<file path="config.mk">
export PLATFORM = sky130hd
export DESIGN_NAME = pipe_exmem_stage
export DESIGN_NICKNAME = d
export VERILOG_FILES = /design/src/rtl/pipe_pkg.sv /design/src/rtl/pipe_perf_ctr.sv /design/src/rtl/pipe_exmem_stage.sv
export SDC_FILE = /design/constraint.sdc
export NUM_CORES = 1
export LEC_CHECK = 0
export CORE_MARGIN = 2
export CORE_UTILIZATION = 54
export CTS_CLUSTER_DIAMETER = 30
export DETAILED_ROUTE_END_ITERATION = 16
export PLACE_DENSITY = 0.92
export SYNTH_ARGS = -nofsm -noshare
export SYNTH_HDL_FRONTEND = slang
export SYNTH_SLANG_ARGS = --single-unit
</file>
<file path="constraint.sdc">
create_clock -name clk -period 3.4 [get_ports clk]
set_input_delay 0.51 -clock clk [delete_from_list [all_inputs] [get_ports clk]]
set_output_delay 0.51 -clock clk [all_outputs]
set_load 0.02 [all_outputs]
</file>
<file path="src/rtl/pipe_pkg.sv">
// Shared types for the EX/MEM pipeline stage.
// - ctrl_t       : control bundle {rwrite, we, data_input_on, data_input_s, select_mem}
// - CTRL_BITS    : width of ctrl_t; bit-index localparams locate each field
// - occ_state_t  : skid-buffer occupancy (empty, one entry, two entries)
// - exmem_entry_t: fixed 32-bit payload variant for users that do not parametrise
package pipe_pkg;

  localparam int unsigned CTRL_BITS = 5;

  localparam int unsigned CtrlRwriteIdx      = 4;
  localparam int unsigned CtrlWeIdx          = 3;
  localparam int unsigned CtrlDataInputOnIdx = 2;
  localparam int unsigned CtrlDataInputSIdx  = 1;
  localparam int unsigned CtrlSelectMemIdx   = 0;

  typedef struct packed {
    logic rwrite;
    logic we;
    logic data_input_on;
    logic data_input_s;
    logic select_mem;
  } ctrl_t;

  typedef enum logic [1:0] {
    StEmpty = 2'd0,
    StOne   = 2'd1,
    StTwo   = 2'd2
  } occ_state_t;

  typedef struct packed {
    logic [31:0] alu_result;
    logic [31:0] data2;
    logic [31:0] inst;
    logic [3:0]  rd;
    ctrl_t       ctrl;
  } exmem_entry_t;

endpackage

</file>
<file path="src/rtl/pipe_perf_ctr.sv">
// Free-running 32-bit event counter; wraps at 2^32.
// Ports:
// - clk   : clock
// - reset : synchronous active-high clear
// - en    : count this cycle
// - cnt   : current count
module pipe_perf_ctr (
  input  logic        clk,
  input  logic        reset,
  input  logic        en,
  output logic [31:0] cnt
);

  logic [31:0] cnt_q, cnt_d;

  always_comb begin
    cnt_d = cnt_q;
    if (en) begin
      cnt_d = cnt_q + 32'd1;
    end
  end

  always_ff @(posedge clk) begin
    if (reset) begin
      cnt_q <= '0;
    end else begin
      cnt_q <= cnt_d;
    end
  end

  assign cnt = cnt_q;

endmodule

</file>
<file path="src/rtl/pipe_exmem_stage.sv">
// EX/MEM pipeline stage with valid/ready handshake and a 2-entry skid buffer.
// in_ready is registered, so downstream stalls never form a combinational path
// back to execute. The main entry drives the outputs; the skid entry absorbs the
// one extra beat accepted while in_ready was still high.
// Ports:
// - clk, reset         : clock, synchronous active-high reset
// - flush              : synchronous squash of all held entries
// - in_valid/in_ready  : upstream handshake (in_ready registered)
// - in_*               : payload from execute
// - out_valid/out_ready: downstream handshake
// - out_*              : head payload; out_ctrl forced 0 when out_valid=0
// - stall_cnt, bubble_cnt: present only when PIPE_EXMEM_PERF_EN is defined
module pipe_exmem_stage
  import pipe_pkg::*;
#(
  parameter int unsigned DATA_W = 32,
  parameter int unsigned RD_W   = 4,
  parameter int unsigned CTRL_W = CTRL_BITS
) (
  input  logic              clk,
  input  logic              reset,
  input  logic              flush,
  input  logic              in_valid,
  output logic              in_ready,
  input  logic [DATA_W-1:0] in_alu_result,
  input  logic [DATA_W-1:0] in_data2,
  input  logic [DATA_W-1:0] in_inst,
  input  logic [RD_W-1:0]   in_rd,
  input  logic [CTRL_W-1:0] in_ctrl,
  output logic              out_valid,
  input  logic              out_ready,
  output logic [DATA_W-1:0] out_alu_result,
  output logic [DATA_W-1:0] out_data2,
  output logic [DATA_W-1:0] out_inst,
  output logic [RD_W-1:0]   out_rd,
`ifdef PIPE_EXMEM_PERF_EN
  output logic [CTRL_W-1:0] out_ctrl,
  output logic [31:0]       stall_cnt,
  output logic [31:0]       bubble_cnt
`else
  output logic [CTRL_W-1:0] out_ctrl
`endif
);

  typedef struct packed {
    logic [DATA_W-1:0] alu_result;
    logic [DATA_W-1:0] data2;
    logic [DATA_W-1:0] inst;
    logic [RD_W-1:0]   rd;
    logic [CTRL_W-1:0] ctrl;
  } entry_t;

  occ_state_t state_q, state_d;
  entry_t     main_q, main_d;
  entry_t     skid_q, skid_d;
  logic       in_ready_q, in_ready_d;
  entry_t     in_ent;
  logic       accept, retire;

  assign in_ent = '{
    alu_result: in_alu_result,
    data2:      in_data2,
    inst:       in_inst,
    rd:         in_rd,
    ctrl:       in_ctrl
  };

  assign out_valid = (state_q != StEmpty);
  assign accept    = in_valid && in_ready_q;
  assign retire    = out_valid && out_ready;

  always_comb begin
    state_d = state_q;
    main_d  = main_q;
    skid_d  = skid_q;
    case (state_q)
      StEmpty: begin
        if (accept) begin
          main_d  = in_ent;
          state_d = StOne;
        end
      end
      StOne: begin
        if (accept && retire) begin
          main_d = in_ent;
        end else if (accept) begin
          skid_d  = in_ent;
          state_d = StTwo;
        end else if (retire) begin
          state_d = StEmpty;
        end
      end
      StTwo: begin
        // in_ready is low here, so only a retire can move us.
        if (retire) begin
          main_d  = skid_q;
          state_d = StOne;
        end
      end
      default: state_d = StEmpty;
    endcase
    // Payload may still load on flush; it is unobservable once state is empty.
    if (flush) begin
      state_d = StEmpty;
    end
    in_ready_d = (state_d != StTwo);
  end

  always_ff @(posedge clk) begin
    if (reset) begin
      state_q    <= StEmpty;
      in_ready_q <= 1'b1;
      main_q     <= '0;
      skid_q     <= '0;
    end else begin
      state_q    <= state_d;
      in_ready_q <= in_ready_d;
      main_q     <= main_d;
      skid_q     <= skid_d;
    end
  end

  assign in_ready       = in_ready_q;
  assign out_alu_result = main_q.alu_result;
  assign out_data2      = main_q.data2;
  assign out_inst       = main_q.inst;
  assign out_rd         = main_q.rd;
  // Bubbles must never write the register file or memory.
  assign out_ctrl       = out_valid ? main_q.ctrl : '0;

`ifdef PIPE_EXMEM_PERF_EN
  pipe_perf_ctr u_stall_ctr (
    .clk   (clk),
    .reset (reset),
    .en    (out_valid && !out_ready),
    .cnt   (stall_cnt)
  );

  pipe_perf_ctr u_bubble_ctr (
    .clk   (clk),
    .reset (reset),
    .en    (!out_valid),
    .cnt   (bubble_cnt)
  );
`else
  // Performance counters compiled out.
`endif

endmodule

</file>
## Word level (Yosys, flattened, before mapping)

Cells that the tools add are included.

| storage, ports and cells | value |
|---|---|
| register bits after elaboration | 213 |
| input port bits | 110 |

| operators by class | value |
|---|---|
| mux-type cells | 12 |
| reduce and logical (&&, ||, !) cells | 8 |
| bitwise logic cells | 1 |
| equal/unequal tests | 6 |

Operators with widths:

| cell | count |
|---|---|
| two-way mux 105 bit | 3 |
| one-hot mux 105 bit (3 select lines) | 1 |
| two-way mux 2 bit | 6 |
| inequality test 2 bit, second input constant | 4 |
| one-hot mux 2 bit (3 select lines) | 1 |
| two-way mux 5 bit | 1 |
| AND reduction 4 bit | 1 |
| logical AND 1 bit | 3 |
| AND reduction 3 bit | 1 |
| nonzero test 3 bit | 1 |
| equality test 2 x 1 -> 1 bit, second input constant | 1 |
| equality test 2 bit, second input constant | 1 |
| logical NOT 2 bit | 1 |
| nonzero test 2 bit | 1 |
| inverter 1 bit | 1 |

## Depth between registers and ports, before layout

| logic depth | value |
|---|---|
| depth in word-level cells | 8 |
| gate-level depth with buffers | 7 |
| depth with buffers taken out | 4 |

## Worst setup path after synthesis

No wires, ideal clock.

| path | value |
|---|---|
| path type | input port to flip-flop |
| start | input port in_valid |
| end | register skid_q[100] (netlist name) |
| required time | 3.268 ns |
| cell stages on the path | 7 |
| arrival time | 1.490 ns |
| slack | 1.777 ns |
| setup time | 0.132 ns |
| cell sequence | nand2_2 -> or3_1 -> buf_2 -> buf_4 -> buf_6 -> nand2_1 -> a21oi_1 |

| on the way | value |
|---|---|
| cells in the longest elaborated chain, start to end | 4 |

Ends and longest elaborated chain:

| what | RTL line | text |
|---|---|---|
| from (decl) | pipe_exmem_stage.sv:23 | `input logic in_valid,` |
| logical AND 1 bit * | pipe_exmem_stage.sv:69 | `assign accept = in_valid && in_ready_q;` |
| logical AND 1 bit | pipe_exmem_stage.sv:84 | `if (accept && retire) begin` |
| inverter 1 bit (no line) | - |  |
| AND reduction 3 bit (no line) * | - |  |
| to (signal assigned) | pipe_exmem_stage.sv:119 | `skid_q <= skid_d;` |
| to (decl) | pipe_exmem_stage.sv:55 | `entry_t skid_q, skid_d;` |

Every way passes the cells marked *; elsewhere a longest branch is shown, timed or not.
A chain may end at the register's enable or synchronous reset.

## Worst setup path after layout

| path | value |
|---|---|
| start | register state_q[1] |
| end | output port out_ctrl[1] |

| on the way | value |
|---|---|
| cells in the longest elaborated chain, start to end | 2 |

Ends and longest elaborated chain:

| what | RTL line | text |
|---|---|---|
| from (decl) | pipe_exmem_stage.sv:53 | `occ_state_t state_q, state_d;` |
| from (signal assigned) | pipe_exmem_stage.sv:111 | `state_q <= StEmpty;` |
| from (signal assigned) | pipe_exmem_stage.sv:116 | `state_q <= state_d;` |
| nonzero test 2 bit | pipe_exmem_stage.sv:68 | `assign out_valid = (state_q != StEmpty);` |
| two-way mux 5 bit | pipe_exmem_stage.sv:129 | `assign out_ctrl = out_valid ? main_q.ctrl : '0;` |
| to (decl) | pipe_exmem_stage.sv:41 | `output logic [CTRL_W-1:0] out_ctrl` |

Every way passes these cells.

==> flow_summary_export.csv <==
group,metric,value,unit
cts,clockBufferDepth,3,
final_layout,final_cell_mix,"215 x clkdlybuf4s50_1, 213 x dfxtp_1, 211 x nand2_1",
detailed_routing,ant_nets,0,
pwr,p_leak,5.09,nW
floorplan,num_rows,47,
yosys,yosys.area.top_type_share,46.5,%
grt,overflow,0,
floorplan,die_area,18000,um2
run,cap_violations,0,
floorplan,start_util,55.3,%
yosys,yosysTopAreaCell,"dfxtp_1",
critical_path,endpoint_kind,"output port",
detailed_routing,vias,7442,
sta,slew-limit-headroom,47.0,%
sta,fmax,368,MHz
cts,cts.sinks,213,
critical_path,path_class,"flip-flop to output port",
grt,grt_pass1_wl,35.9,mm
cts,tritoncts,"yes",
yosys,synth_warnings,0,
yosys,ys_ff_latch,213,
min_path,min_path_type,"flip-flop to flip-flop",
detailed_routing,totalWireLength,22.5,mm
grt,grt_use_total,24.4,%
cts,root_buffer,"clkbuf_16",
yosys,postSynthCellCount,1049,
yosys,syn_avg_cell_area,8.74,um2
critical_path,worstPathCellList,"nor2_1, nor2b_1, clkdlybuf4s50_1",
cts,clkLatencyLatePin,0.49,ns
floorplan,dieHeight,134,um
sta,min_period,2.72,ns
floorplan,fp.coreArea,16600,um2
yosys,syn_area,9170,um2
yosys,ys_seq_area_share,46.5,%
placement,place_inst,1314,
critical_path,crit_path_max_incr_delay,0.63,ns
sta,rsz0062_at_grt,"false",
detailed_routing,wl_per_cell,16.1,um
final_layout,final_nets,1249,
placement,hpwlAfterDp,13.4,mm
yosys,synth_cell_types,24,
sta,slew_violations,0,
floorplan,io_pins,217,
placement,port_buffers,216,
final_layout,stdcell_count,1393,
grt,grt_pass1_vias,7405,
cts,hold_buffers,0,
sta,timing.setup.tns,0,ns
sta,setup_viol,0,
final_layout,num_antenna_cells,0,
critical_path,cp_top_family,"buffers and inverters",
yosys,synth_fp_nets,1159,
floorplan,die_w,134,um
grt,grt_max_degree,147,
detailed_routing,vias_per_cell,5.34,
sta,worst_pin_slew,0.795,ns
critical_path,cp_slowest_cell,"clkdlybuf4s50_1",
cts,cts_resized,0,
pwr,ir_worst_vdd,0.000489,V
critical_path,arrival,2.21,ns
critical_path,critPathMaxFanout,10,
outcome,status,"completed",
placement,routabilityCongestion,0.806,
sta,fin_crit_sh,80.0,%
cts,clk_pin_slew,0.05,ns
yosys,ys_top_cells_by_area,"dfxtp_1 46%, mux2i_1 12%, nand2_1 8.6%",
grt,antenna_found_initial,1,
detailed_routing,drt_first_pass_iters,4,
final_layout,drive_gt1_share,7.50,%
final_layout,syn2layout_area_growth,31.9,%
sta,skew,0.0121,ns
detailed_routing,drcViolationCount,0,
cts,htreeDepth,2,
cts,cts_setup_buffers,0,
detailed_routing,drt_iter0_markers,368,
critical_path,startpoint_type,"flip-flop",
critical_path,required,2.89,ns
critical_path,cp_num_buf_inv,1,
sta,finalHoldViolCount,0,
final_layout,final_common_cell,"clkdlybuf4s50_1",
cts,numCtsBuffers,43,
pwr,pwr_density_cell,639,nW/um2
kinds of logic after synthesis:
kind of cell	synth area share, %
flip-flops	46.5
AO/OA/AOI/OAI	14.9
buffers and inverters	13.0
AND/OR/NAND/NOR	14.0
multiplexers	11.6
area by class of cell:
cell class | instances | area [um2]
tap | 220 | 275
sequential | 213 | 4260
clock inverter | 16 | 220
fill | 1161 | 4480
timing repair buffer | 228 | 2330
inverter | 2 | 7.51
multi-input combinational | 651 | 3730
clock buffer | 63 | 1270
registers in the layout, indices dropped and copies added, names as in the netlist:
register,cells
in_ready,1
main_q,5
out_alu_result,32
out_data2,32
out_inst,32
out_rd,4
skid_q,105
state_q,2
worst reg2reg max path: stages, from the launching register on:
cell	delay, ns
dfxtp_1	0.62
nand2b_4	0.53
buf_12	0.45
mux2i_1	0.20
a211oi_1	0.39
power by group:
part           switching (mW)  leakage (nW)  total (mW)  internal, mW
Sequential             0.0688          1.74        2.70          2.63
Clock                    1.26         0.727        4.22          2.96
Combinational           0.425          2.62       0.820         0.395
metal layers:
metal | up-vias | part of all wire (%) | track usage [%]
li1 | 3658 | - | -
met1 | 3504 | 41 | 28.1
met2 | 217 | 50 | 42.6
met3 | 63 | 4.8 | 5.74
met4 | 0 | 3.9 | 11.8
met5 | - | 0 | 0
stage by stage:
| step | area (um2) | utilization, % | worst slack (ns) | power [mW] | hold WS [ns] |
|---|---|---|---|---|---|
| after global routing | 12100 | 73.0 | 0.545 | 8.00 | 0.468 |
| after floorplan | 9170 | - | 1.78 | 3.27 | 0.436 |
| final | 12100 | 73.0 | 0.679 | 7.73 | 0.450 |
| after CTS | 12100 | 73.0 | 0.653 | 7.79 | 0.452 |
| after global placement | 10600 | 64.0 | 1.01 | 3.53 | 0.440 |
| after detailed placement | 10600 | 64.0 | 0.901 | 3.55 | 0.446 |
synthesized netlist by cell type:
cell / count
nand2_1: 211
inv_1: 2
a2111o_1: 1
dfxtp_1: 213
o31ai_4: 1
nor3_2: 1
a21oi_1: 105
a211oi_1: 104
buf_6: 10
nor2_1: 106
o22a_1: 1
or3_1: 1
clkbuf_1: 36
nand3b_1: 1
buf_4: 102
buf_2: 35
a211oi_2: 1
nand2b_1: 2
nand4b_1: 1
nor2b_1: 6
o21a_1: 1
nand2_2: 1
mux2i_1: 106
nor3_1: 1
final timing paths:
| kind | from | end | slack, ns | cells past startpoint |
|---|---|---|---|---|
| min | skid_q[89] | skid_q[89] | 0.45 | 2 |
| max | state_q[1] | out_ctrl[1] | 0.68 | 3 |
| max reg2reg | state_q[1] | out_inst[30] | 1.09 | 4 |
| min reg2reg | skid_q[89] | skid_q[89] | 0.45 | 2 |
Power figures use the tool's default switching activity.
